===== config.mk =====
export PLATFORM = sky130hd
export DESIGN_NAME = i2c_pwm_gpio
export DESIGN_NICKNAME = d
export VERILOG_FILES = /design/src/rtl/pwm_gpio_pkg.sv /design/src/rtl/pwm_channel.sv /design/src/rtl/i2c_pwm_gpio.sv
export SDC_FILE = /design/constraint.sdc
export NUM_CORES = 1
export LEC_CHECK = 0
export CELL_PAD_IN_SITES_DETAIL_PLACEMENT = 1
export CELL_PAD_IN_SITES_GLOBAL_PLACEMENT = 2
export CORE_ASPECT_RATIO = 0.75
export CORE_UTILIZATION = 42
export DETAILED_ROUTE_END_ITERATION = 8
export PLACE_DENSITY = 0.81
export SYNTH_ARGS = -nofsm -noshare
export SYNTH_HDL_FRONTEND = slang
export SYNTH_HIERARCHICAL = 1
export SYNTH_SLANG_ARGS = --single-unit

===== constraint.sdc =====
create_clock -name clk -period 2.43 [get_ports clk]
set_input_delay 0.3645 -clock clk [delete_from_list [all_inputs] [get_ports clk]]
set_output_delay 0.3645 -clock clk [all_outputs]
set_load 0.01 [all_outputs]

===== src/rtl/pwm_gpio_pkg.sv =====
// Shared encodings for the multi-channel PWM/GPIO peripheral: modes, register
// offsets and bit positions inside CTRL and STATUS.
package pwm_gpio_pkg;

    typedef enum logic [1:0] {
        ModeIn     = 2'b00,
        ModeStatic = 2'b01,
        ModePdm    = 2'b10,
        ModePwm    = 2'b11
    } mode_e;

    localparam logic [1:0] RegCtrl   = 2'd0;
    localparam logic [1:0] RegDuty   = 2'd1;
    localparam logic [1:0] RegPeriod = 2'd2;
    localparam logic [1:0] RegStatus = 2'd3;

    localparam int unsigned CtrlModeLo = 0;
    localparam int unsigned CtrlModeHi = 1;
    localparam int unsigned CtrlInv    = 2;
    localparam int unsigned CtrlLevel  = 3;
    localparam int unsigned CtrlOe     = 4;
    localparam int unsigned CtrlW      = 5;

    localparam int unsigned StatPin  = 0;
    localparam int unsigned StatRise = 1;
    localparam int unsigned StatFall = 2;
    localparam int unsigned StatW    = 3;

endpackage


===== src/rtl/pwm_channel.sv =====
// One GPIO/PWM channel: config registers, double-buffered duty/period,
// PWM counter, PDM accumulator, input synchroniser with sticky edge capture.
module pwm_channel
    import pwm_gpio_pkg::*;
#(
    parameter int unsigned PWM_W = 8
) (
    input  logic               i_clk,
    input  logic               i_rst,
    input  logic               i_wen_ctrl,
    input  logic               i_wen_duty,
    input  logic               i_wen_period,
    input  logic [7:0]         i_wdata,
    input  logic               i_stat_clr,
    input  logic               i_pin,
    output logic [CtrlW-1:0]   o_ctrl,
    output logic [PWM_W-1:0]   o_duty,
    output logic [PWM_W-1:0]   o_period,
    output logic [StatW-1:0]   o_status,
    output logic               o_pin_out,
    output logic               o_pin_oe
);

    logic [CtrlW-1:0] r_ctrl;
    logic [PWM_W-1:0] r_duty_sh, r_period_sh, r_duty_act, r_period_act;
    logic [PWM_W-1:0] r_cnt, w_cnt_nxt;
    logic [PWM_W:0]   r_acc, w_acc_nxt;
    logic             r_sync1, r_sync2, r_prev, r_rise, r_fall;
    logic             r_out, r_oe;
    mode_e            w_mode;
    logic             w_wrap, w_copy, w_raw, w_mode_chg, w_out, w_oe;

    always_comb begin
        w_mode     = mode_e'(r_ctrl[CtrlModeHi:CtrlModeLo]);
        w_wrap     = (r_cnt >= r_period_act);
        w_mode_chg = i_wen_ctrl && (i_wdata[CtrlModeHi:CtrlModeLo] != r_ctrl[CtrlModeHi:CtrlModeLo]);
        w_cnt_nxt  = r_cnt;
        w_acc_nxt  = r_acc;
        w_copy     = 1'b1;
        w_raw      = 1'b0;
        unique case (w_mode)
            ModeIn:     w_raw = 1'b0;
            ModeStatic: w_raw = r_ctrl[CtrlLevel];
            ModePdm: begin
                w_acc_nxt = {1'b0, r_acc[PWM_W-1:0]} + {1'b0, r_duty_act};
                w_raw     = r_acc[PWM_W];
            end
            ModePwm: begin
                w_cnt_nxt = w_wrap ? '0 : r_cnt + 1'b1;
                w_copy    = w_wrap;
                w_raw     = (r_cnt < r_duty_act);
            end
        endcase
        // Counters restart from zero whenever the mode field actually changes.
        if (w_mode_chg) begin
            w_cnt_nxt = '0;
            w_acc_nxt = '0;
        end
        w_out = (w_mode == ModeIn) ? 1'b0 : (w_raw ^ r_ctrl[CtrlInv]);
        w_oe  = (w_mode != ModeIn) && r_ctrl[CtrlOe];
    end

    always_ff @(posedge i_clk or posedge i_rst) begin
        if (i_rst) begin
            r_ctrl       <= '0;
            r_duty_sh    <= '0;
            r_period_sh  <= '0;
            r_duty_act   <= '0;
            r_period_act <= '0;
            r_cnt        <= '0;
            r_acc        <= '0;
            r_sync1      <= 1'b0;
            r_sync2      <= 1'b0;
            r_prev       <= 1'b0;
            r_rise       <= 1'b0;
            r_fall       <= 1'b0;
            r_out        <= 1'b0;
            r_oe         <= 1'b0;
        end else begin
            if (i_wen_ctrl)   r_ctrl      <= i_wdata[CtrlW-1:0];
            if (i_wen_duty)   r_duty_sh   <= i_wdata[PWM_W-1:0];
            if (i_wen_period) r_period_sh <= i_wdata[PWM_W-1:0];
            if (w_copy) begin
                r_duty_act   <= r_duty_sh;
                r_period_act <= r_period_sh;
            end
            r_cnt   <= w_cnt_nxt;
            r_acc   <= w_acc_nxt;
            r_sync1 <= i_pin;
            r_sync2 <= r_sync1;
            r_prev  <= r_sync2;
            // A fresh edge beats a simultaneous read-clear.
            r_rise  <= (r_sync2 & ~r_prev) | (r_rise & ~i_stat_clr);
            r_fall  <= (~r_sync2 & r_prev) | (r_fall & ~i_stat_clr);
            r_out   <= w_out;
            r_oe    <= w_oe;
        end
    end

    assign o_ctrl             = r_ctrl;
    assign o_duty             = r_duty_sh;
    assign o_period           = r_period_sh;
    assign o_status[StatPin]  = r_sync2;
    assign o_status[StatRise] = r_rise;
    assign o_status[StatFall] = r_fall;
    assign o_pin_out          = r_out;
    assign o_pin_oe           = r_oe;

endmodule


===== src/rtl/i2c_pwm_gpio.sv =====
// Multi-channel GPIO/PWM peripheral on the I2C register bus: address decode,
// per-channel instances and the combinational read mux.
module i2c_pwm_gpio
    import pwm_gpio_pkg::*;
#(
    parameter int unsigned NCH   = 4,
    parameter int unsigned PWM_W = 8
) (
    input  logic           clk,
    input  logic           rst,
    input  logic [7:0]     addr,
    input  logic           wen,
    input  logic [7:0]     wdata,
    output logic [7:0]     rdata,
    input  logic           rdata_used,
    input  logic [NCH-1:0] pin_in,
    output logic [NCH-1:0] pin_out,
    output logic [NCH-1:0] pin_oe
);

    logic [CtrlW-1:0] w_ctrl   [NCH];
    logic [PWM_W-1:0] w_duty   [NCH];
    logic [PWM_W-1:0] w_period [NCH];
    logic [StatW-1:0] w_status [NCH];

    // Channel index match alone implies addr < 4*NCH, so out-of-range is ignored.
    for (genvar c = 0; c < NCH; c++) begin : g_ch
        logic w_sel;
        assign w_sel = (addr[7:2] == 6'(c));

        pwm_channel #(
            .PWM_W (PWM_W)
        ) u_ch (
            .i_clk        (clk),
            .i_rst        (rst),
            .i_wen_ctrl   (wen && w_sel && (addr[1:0] == RegCtrl)),
            .i_wen_duty   (wen && w_sel && (addr[1:0] == RegDuty)),
            .i_wen_period (wen && w_sel && (addr[1:0] == RegPeriod)),
            .i_wdata      (wdata),
            .i_stat_clr   (rdata_used && w_sel && (addr[1:0] == RegStatus)),
            .i_pin        (pin_in[c]),
            .o_ctrl       (w_ctrl[c]),
            .o_duty       (w_duty[c]),
            .o_period     (w_period[c]),
            .o_status     (w_status[c]),
            .o_pin_out    (pin_out[c]),
            .o_pin_oe     (pin_oe[c])
        );
    end

    always_comb begin
        rdata = '0;
        for (int i = 0; i < int'(NCH); i++) begin
            if (addr[7:2] == 6'(i)) begin
                unique case (addr[1:0])
                    RegCtrl:   rdata[CtrlW-1:0] = w_ctrl[i];
                    RegDuty:   rdata[PWM_W-1:0] = w_duty[i];
                    RegPeriod: rdata[PWM_W-1:0] = w_period[i];
                    RegStatus: rdata[StatW-1:0] = w_status[i];
                endcase
            end
        end
    end

endmodule

# After elaboration in Yosys (flattened, before gate mapping)
# Cells that the tools add are included.
# W data, S select, Z words.
[op_classes]
add_sub_neg = 8
order_cmp = 8
eq_ne = 22
mux = 48
bitwise_logic = 40
reduce_logical = 50
[ops]
columns = ["operator", "count"]
rows = [
  ["$mux W8", 16],
  ["$mux W9", 8],
  ["$pmux W3 S4", 4],
  ["$add A8 B8 Y9", 4],
  ["$add A8 B1 Y8 const B", 4],
  ["$ge A8 B8 Y1", 4],
  ["$logic_and A1 B1 Y1", 32],
  ["$lt A8 B8 Y1", 4],
  ["$pmux W2 S3", 4],
  ["$pmux W3 S2", 4],
  ["$reduce_bool A2 Y1", 12],
  ["$eq A2 B2 Y1 const B", 10],
  ["$and A1 B1 Y1", 16],
  ["$pmux W1 S4", 4],
  ["$eq A6 B2 Y1 const B", 2],
  ["$not A1 Y1", 12],
  ["$eq A2 B1 Y1 const B", 5],
  ["$logic_not A2 Y1", 5],
  ["$mux W1", 8],
  ["$ne A2 B2 Y1", 4],
  ["$or A1 B1 Y1", 8],
  ["$eq A6 B1 Y1 const B", 1],
  ["$logic_not A6 Y1", 1],
  ["$xor A1 B1 Y1", 4],
]
[word_totals]
ff_bits = 244
inputBits = 24
output_inout_bits = 16
word_cells = 232

# Logic depth before layout (Yosys ltp)
[depth]
depth_word = 9
depth_mapped = 11
ltp_nobuf = 9

# By module
# The synthesis kept the hierarchy.
[modules_own_cells]
columns = ["mod", "instances", "cells_each", "area_each_um2", "seq_area_each_um2"]
rows = [
  ["pwm_channel", 4, 286, 3256.9, 1526.5],
  ["i2c_pwm_gpio", 1, 135, 909.6, 0.0],
]

# Worst setup path after synthesis
# Ideal clock, no wire load.
[synth_timing]
path_type = "input-to-reg"
startpoint = "in addr[5]"
endpoint = "reg g_ch[0].u_ch.r_acc[4]"
setup_ns = 0.122
arrival_ns = 2.391
required_time_ns = 2.308
slack_ns = -0.082
stages = 8
path_buffers = 2
cell_sequence = "or4_4 > buf_6 > or3_1 > nor2_1 > clkbuf_1 > o21ai_0 > and3_1 > a32o_1"
[synth_between]
elab_chain_len = 5
word_cells_on_any_way = 6
cone_classes = "1 x mux; 5 x reduce/logical"
[synth_rtl]
columns = ["item", "line", "rtl"]
rows = [
  ["start, declared", "i2c_pwm_gpio.sv:11", "input logic [7:0] addr,"],
  ["$logic_not A6 Y1 (*)", "i2c_pwm_gpio.sv:29", "assign w_sel = (addr[7:2] == 6'(c));"],
  ["$logic_and A1 B1 Y1 (*) (2 in a row)", "i2c_pwm_gpio.sv:36", ".i_wen_ctrl (wen && w_sel && (addr[1:0] == RegCtrl)),"],
  ["$logic_and A1 B1 Y1 (*)", "pwm_channel.sv:36", "w_mode_chg = i_wen_ctrl && (i_wdata[CtrlModeHi:CtrlModeLo] != r_ctrl[CtrlModeHi:CtrlModeLo]);"],
  ["$mux W9 or $reduce_bool A2 Y1 (tied branches)", "-", ""],
  ["end signal, assigned", "pwm_channel.sv:88", "r_acc <= w_acc_nxt;"],
  ["end, declared", "pwm_channel.sv:27", "logic [PWM_W:0] r_acc, w_acc_nxt;"],
]
# Mark *: on every way between the ends. The rest lies on a longest branch, timed or not.
# A chain may end at the register's enable or synchronous reset.

# Worst setup path after layout
[layout_timing]
startpoint = "in addr[7]"
endpoint = "out rdata[6]"
[layout_between]
elab_chain_len = 8
word_cells_on_any_way = 11
cone_classes = "3 x eq/ne; 7 x mux; 1 x reduce/logical"
[layout_rtl]
columns = ["item", "line", "rtl"]
rows = [
  ["$logic_not A6 Y1", "i2c_pwm_gpio.sv:54", "if (addr[7:2] == 6'(i)) begin"],
  ["$mux W8", "i2c_pwm_gpio.sv:54", ""],
  ["$pmux W3 S2", "i2c_pwm_gpio.sv:55", "unique case (addr[1:0])"],
  ["$mux W8", "i2c_pwm_gpio.sv:54", ""],
  ["$pmux W3 S2", "i2c_pwm_gpio.sv:55", ""],
  ["$mux W8", "i2c_pwm_gpio.sv:54", ""],
  ["$pmux W3 S2", "i2c_pwm_gpio.sv:55", ""],
  ["$mux W8 (*)", "i2c_pwm_gpio.sv:54", ""],
  ["end, declared", "i2c_pwm_gpio.sv:14", "output logic [7:0] rdata,"],
]
# Marks and branches as above.

==> results_dict.tcl <==
set metrics [dict create \
    fmax_ghz 0.3973 \
    leakage_nw 7.772 \
    placed_area_mm2 0.01545 \
    fill_cells 3551 \
    grt_pass1_wl_um 65240 \
    ant_nets 0 \
    die-height_um 159.8 \
    dieArea_mm2 0.03392 \
    synth_cells 1279 \
    wire_per_inst_um 21.46 \
    drive_gt1_frac 0.2725 \
    area_growth_pct 19.60 \
    finalNonFillerCells 1862 \
    r2r_start "g_ch[3].u_ch/r_cnt[6]$_DFFE_PP0P_" \
    layout_common_cells "242 x dfrtp_1, 104 x mux2_2, 101 x buf_4" \
    cts.sinks 244 \
    io_pins 40 \
    num_vias 10515 \
    whs_ps 250.3 \
    place_inst 1806 \
    arrival_ps 2150 \
    setup_ws_ps -87.00 \
    netlist_area_mm2 0.01394 \
    synth_edf_count 0 \
    avgSynthCellArea_um2 10.90 \
    io_buffers 39 \
    final_nets 1531 \
    cts_root_buf "clkbuf_16" \
    routed_wirelength_um 39950 \
    setup_viol 5 \
    final_area_mm2 0.01667 \
    firstDrtPassIters 8 \
    synth_warnings 6 \
    synth_seq_area_share 0.4381 \
    initial_core_util 0.4286 \
    ys_types 57 \
    cts_hold_buf 0 \
    first_global_vias 11306 \
    peakVddDrop_mv 0.5311 \
    coreArea_mm2 0.03252 \
    tightest_slew_ps 656.8 \
    dr.first_iter.drc_count 710 \
    fp.dieW_um 212.3 \
    viasPerCell 5.647 \
    clk_path_buf_depth 3 \
    fin_util 0.5125 \
    fin_crit_ps 2517 \
    min_path_cells 1 \
    relSlewSlack 0.5608 \
    cts_max_level 1 \
    rsz0062_at_grt "true" \
    clk_latency_ps 550 \
    cts_buffers 26 \
    worst_clock_skew_ps 10.34 \
    slew_violations 0 \
    dp_hpwl_um 28530 \
    synth_ff_type "dfrtp_1" \
    place_congestion 0.8362 \
    worstPathRequired_ps 2070 \
    hold_path_class "primary input to flip-flop" \
    critPathLaunchType "primary input" \
    powerDensity_mw_per_mm2 695.5 \
    violations "setup timing" \
    finalSetupTns_ps -209.8 \
    reg2reg_depth 6 \
    fin_crit_sh 1.036 \
    whs_endpoint "g_ch[2].u_ch/r_sync1$_DFF_PP0_" \
    final_common_cell "dfrtp_1" \
    grt_max_degree 62 \
    rows 57 \
    hold_viol 0 \
    crit_type "primary input to primary output" \
    syn_nets 1409 \
    synthArstFlopShare 1.000 \
    r2r-end "g_ch[3].u_ch/r_period_act[0]$_DFFE_PP0P_" \
    critical_path.max_fanout 4 \
    min_from "pin_in[2]" \
    cts_tree "done" \
    ff2ff_setup_slack_ps 190 \
    maxCapViolCount 0 \
    clk_pin_slew_ps 60 \
    globalRouteOverflowTotal 0 \
    antenna_found_initial 0 \
    antenna_cells_inserted 0 \
    end_kind "primary output" \
    run_status "complete, but fails checks" \
    grt_usage 0.2464 \
    drc_errors 0 \
    synth-seq-cells 244 \
]
-- sequential cells by signal (all words and copies together) (netlist names) --
register	cells
g_ch.u_ch/r_sync2	4
g_ch.u_ch/o_pin_oe	4
g_ch.u_ch/r_cnt	32
g_ch.u_ch/r_period_act	32
g_ch.u_ch/r_sync1	4
g_ch.u_ch/r_rise	4
g_ch.u_ch/r_prev	4
g_ch.u_ch/o_ctrl	20
g_ch.u_ch/r_acc	36
g_ch.u_ch/o_period	32
g_ch.u_ch/o_pin_out	4
g_ch.u_ch/r_fall	4
g_ch.u_ch/o_duty	32
g_ch.u_ch/r_duty_act	32
-- per-stage QoR --
| stage | power [mW] | setup slack, ps |
|---|---|---|
| final | 11.59 | -87.00 |
| after global routing | 12.22 | -109.7 |
| after CTS | 11.70 | -55.58 |
| after detailed placement | 7.348 | -869.5 |
| after global placement | 7.193 | -819.5 |
| after floorplan | 6.450 | 57.16 |
-- synthesized netlist by cell type (9+ instances only) --
cell type | count | area (um2)
mux2_4 | 36 | 540.5
ha_1 | 102 | 1276
buf_4 | 12 | 90.09
dfrtp_1 | 244 | 6106
o211ai_1 | 16 | 120.1
nand3_1 | 41 | 205.2
mux2_2 | 104 | 1171
xor2_1 | 16 | 140.1
a21oi_1 | 50 | 250.2
inv_1 | 92 | 345.3
nor2b_1 | 12 | 75.07
nand2_1 | 100 | 375.4
o31ai_1 | 13 | 97.59
nor3_1 | 13 | 65.06
or2_2 | 9 | 56.30
a22o_1 | 16 | 140.1
a222oi_1 | 20 | 200.2
nor2_1 | 66 | 247.7
a211oi_1 | 19 | 142.6
buf_6 | 9 | 101.4
nand4_1 | 16 | 100.1
clkbuf_1 | 27 | 101.4
buf_2 | 12 | 60.06
and2_1 | 19 | 118.9
nand2b_1 | 9 | 56.30
or3_1 | 9 | 56.30
o21ai_0 | 58 | 290.3
o21a_1 | 16 | 120.1
-- worst max-delay path by stage --
stage               startpoint                                end  slack, ps
CTS                    addr[6]                           rdata[6]        -60
finish                 addr[7]                           rdata[6]        -90
global route           addr[7]                           rdata[6]       -110
detailed placement     addr[1]                           rdata[0]       -870
global placement       addr[5]                           rdata[5]       -820
floorplan              addr[5]  g_ch[0].u_ch/r_acc[4]$_DFFE_PP0P_         60
-- cell type report --
type	count	area [um2]	share of cell area
clock buffers	35	755.7	0.04534
clock inverters	12	152.6	0.009158
inverters	92	345.3	0.02072
multi-input cells	882	7372	0.4423
flip-flops and latches	244	6108	0.3665
well taps	442	553.0	0.03318
repair buffers	155	1381	0.08287
-- report_power, final --
group          leakage [nW]  switching, mW  internal [mW]
combinational          4.10           1.32           1.17
sequential             3.23          0.479           4.38
clock                 0.436           1.75           2.50
total                  7.77           3.54           8.05
-- what timing repair did --
item,4_1_cts,5_1_grt
gates resized for setup,105,14
endpoints found under the hold margin,0,0
setup endpoints to repair,13,9
pin swaps,30,18
buffers inserted,11,4
-- layer usage --
| layer | GRT usage | share of wire | vias to the layer above |
|---|---|---|---|
| met5 | 0 | 0 | - |
| met4 | 0.05101 | 0.020 | 0 |
| met3 | 0.03284 | 0.035 | 49 |
| met2 | 0.3997 | 0.47 | 198 |
| met1 | 0.3514 | 0.48 | 5383 |
| li1 | - | - | 4885 |
-- worst max-delay path, cell delays in order --
cell      delay (ps)
buf_6             90
or4_4            580
buf_6            160
buf_6            110
nor2_4           190
a221oi_4         110
nor4b_4          270
buf_4            180
buf_6             90
-- cell families (layout without fill, tap and decap cells) --
group           after synthesis  count (layout)  synth area share
simple gates                318             318            0.1135
mux                         152             152            0.1321
compound gates              282             282            0.1535
buf+inv                     153             294           0.05036
fa+ha+maj                   106             106           0.09732
flops                       244             244            0.4381
xor+xnor                     24              24           0.01508
(Power assumes the default switching activity.)
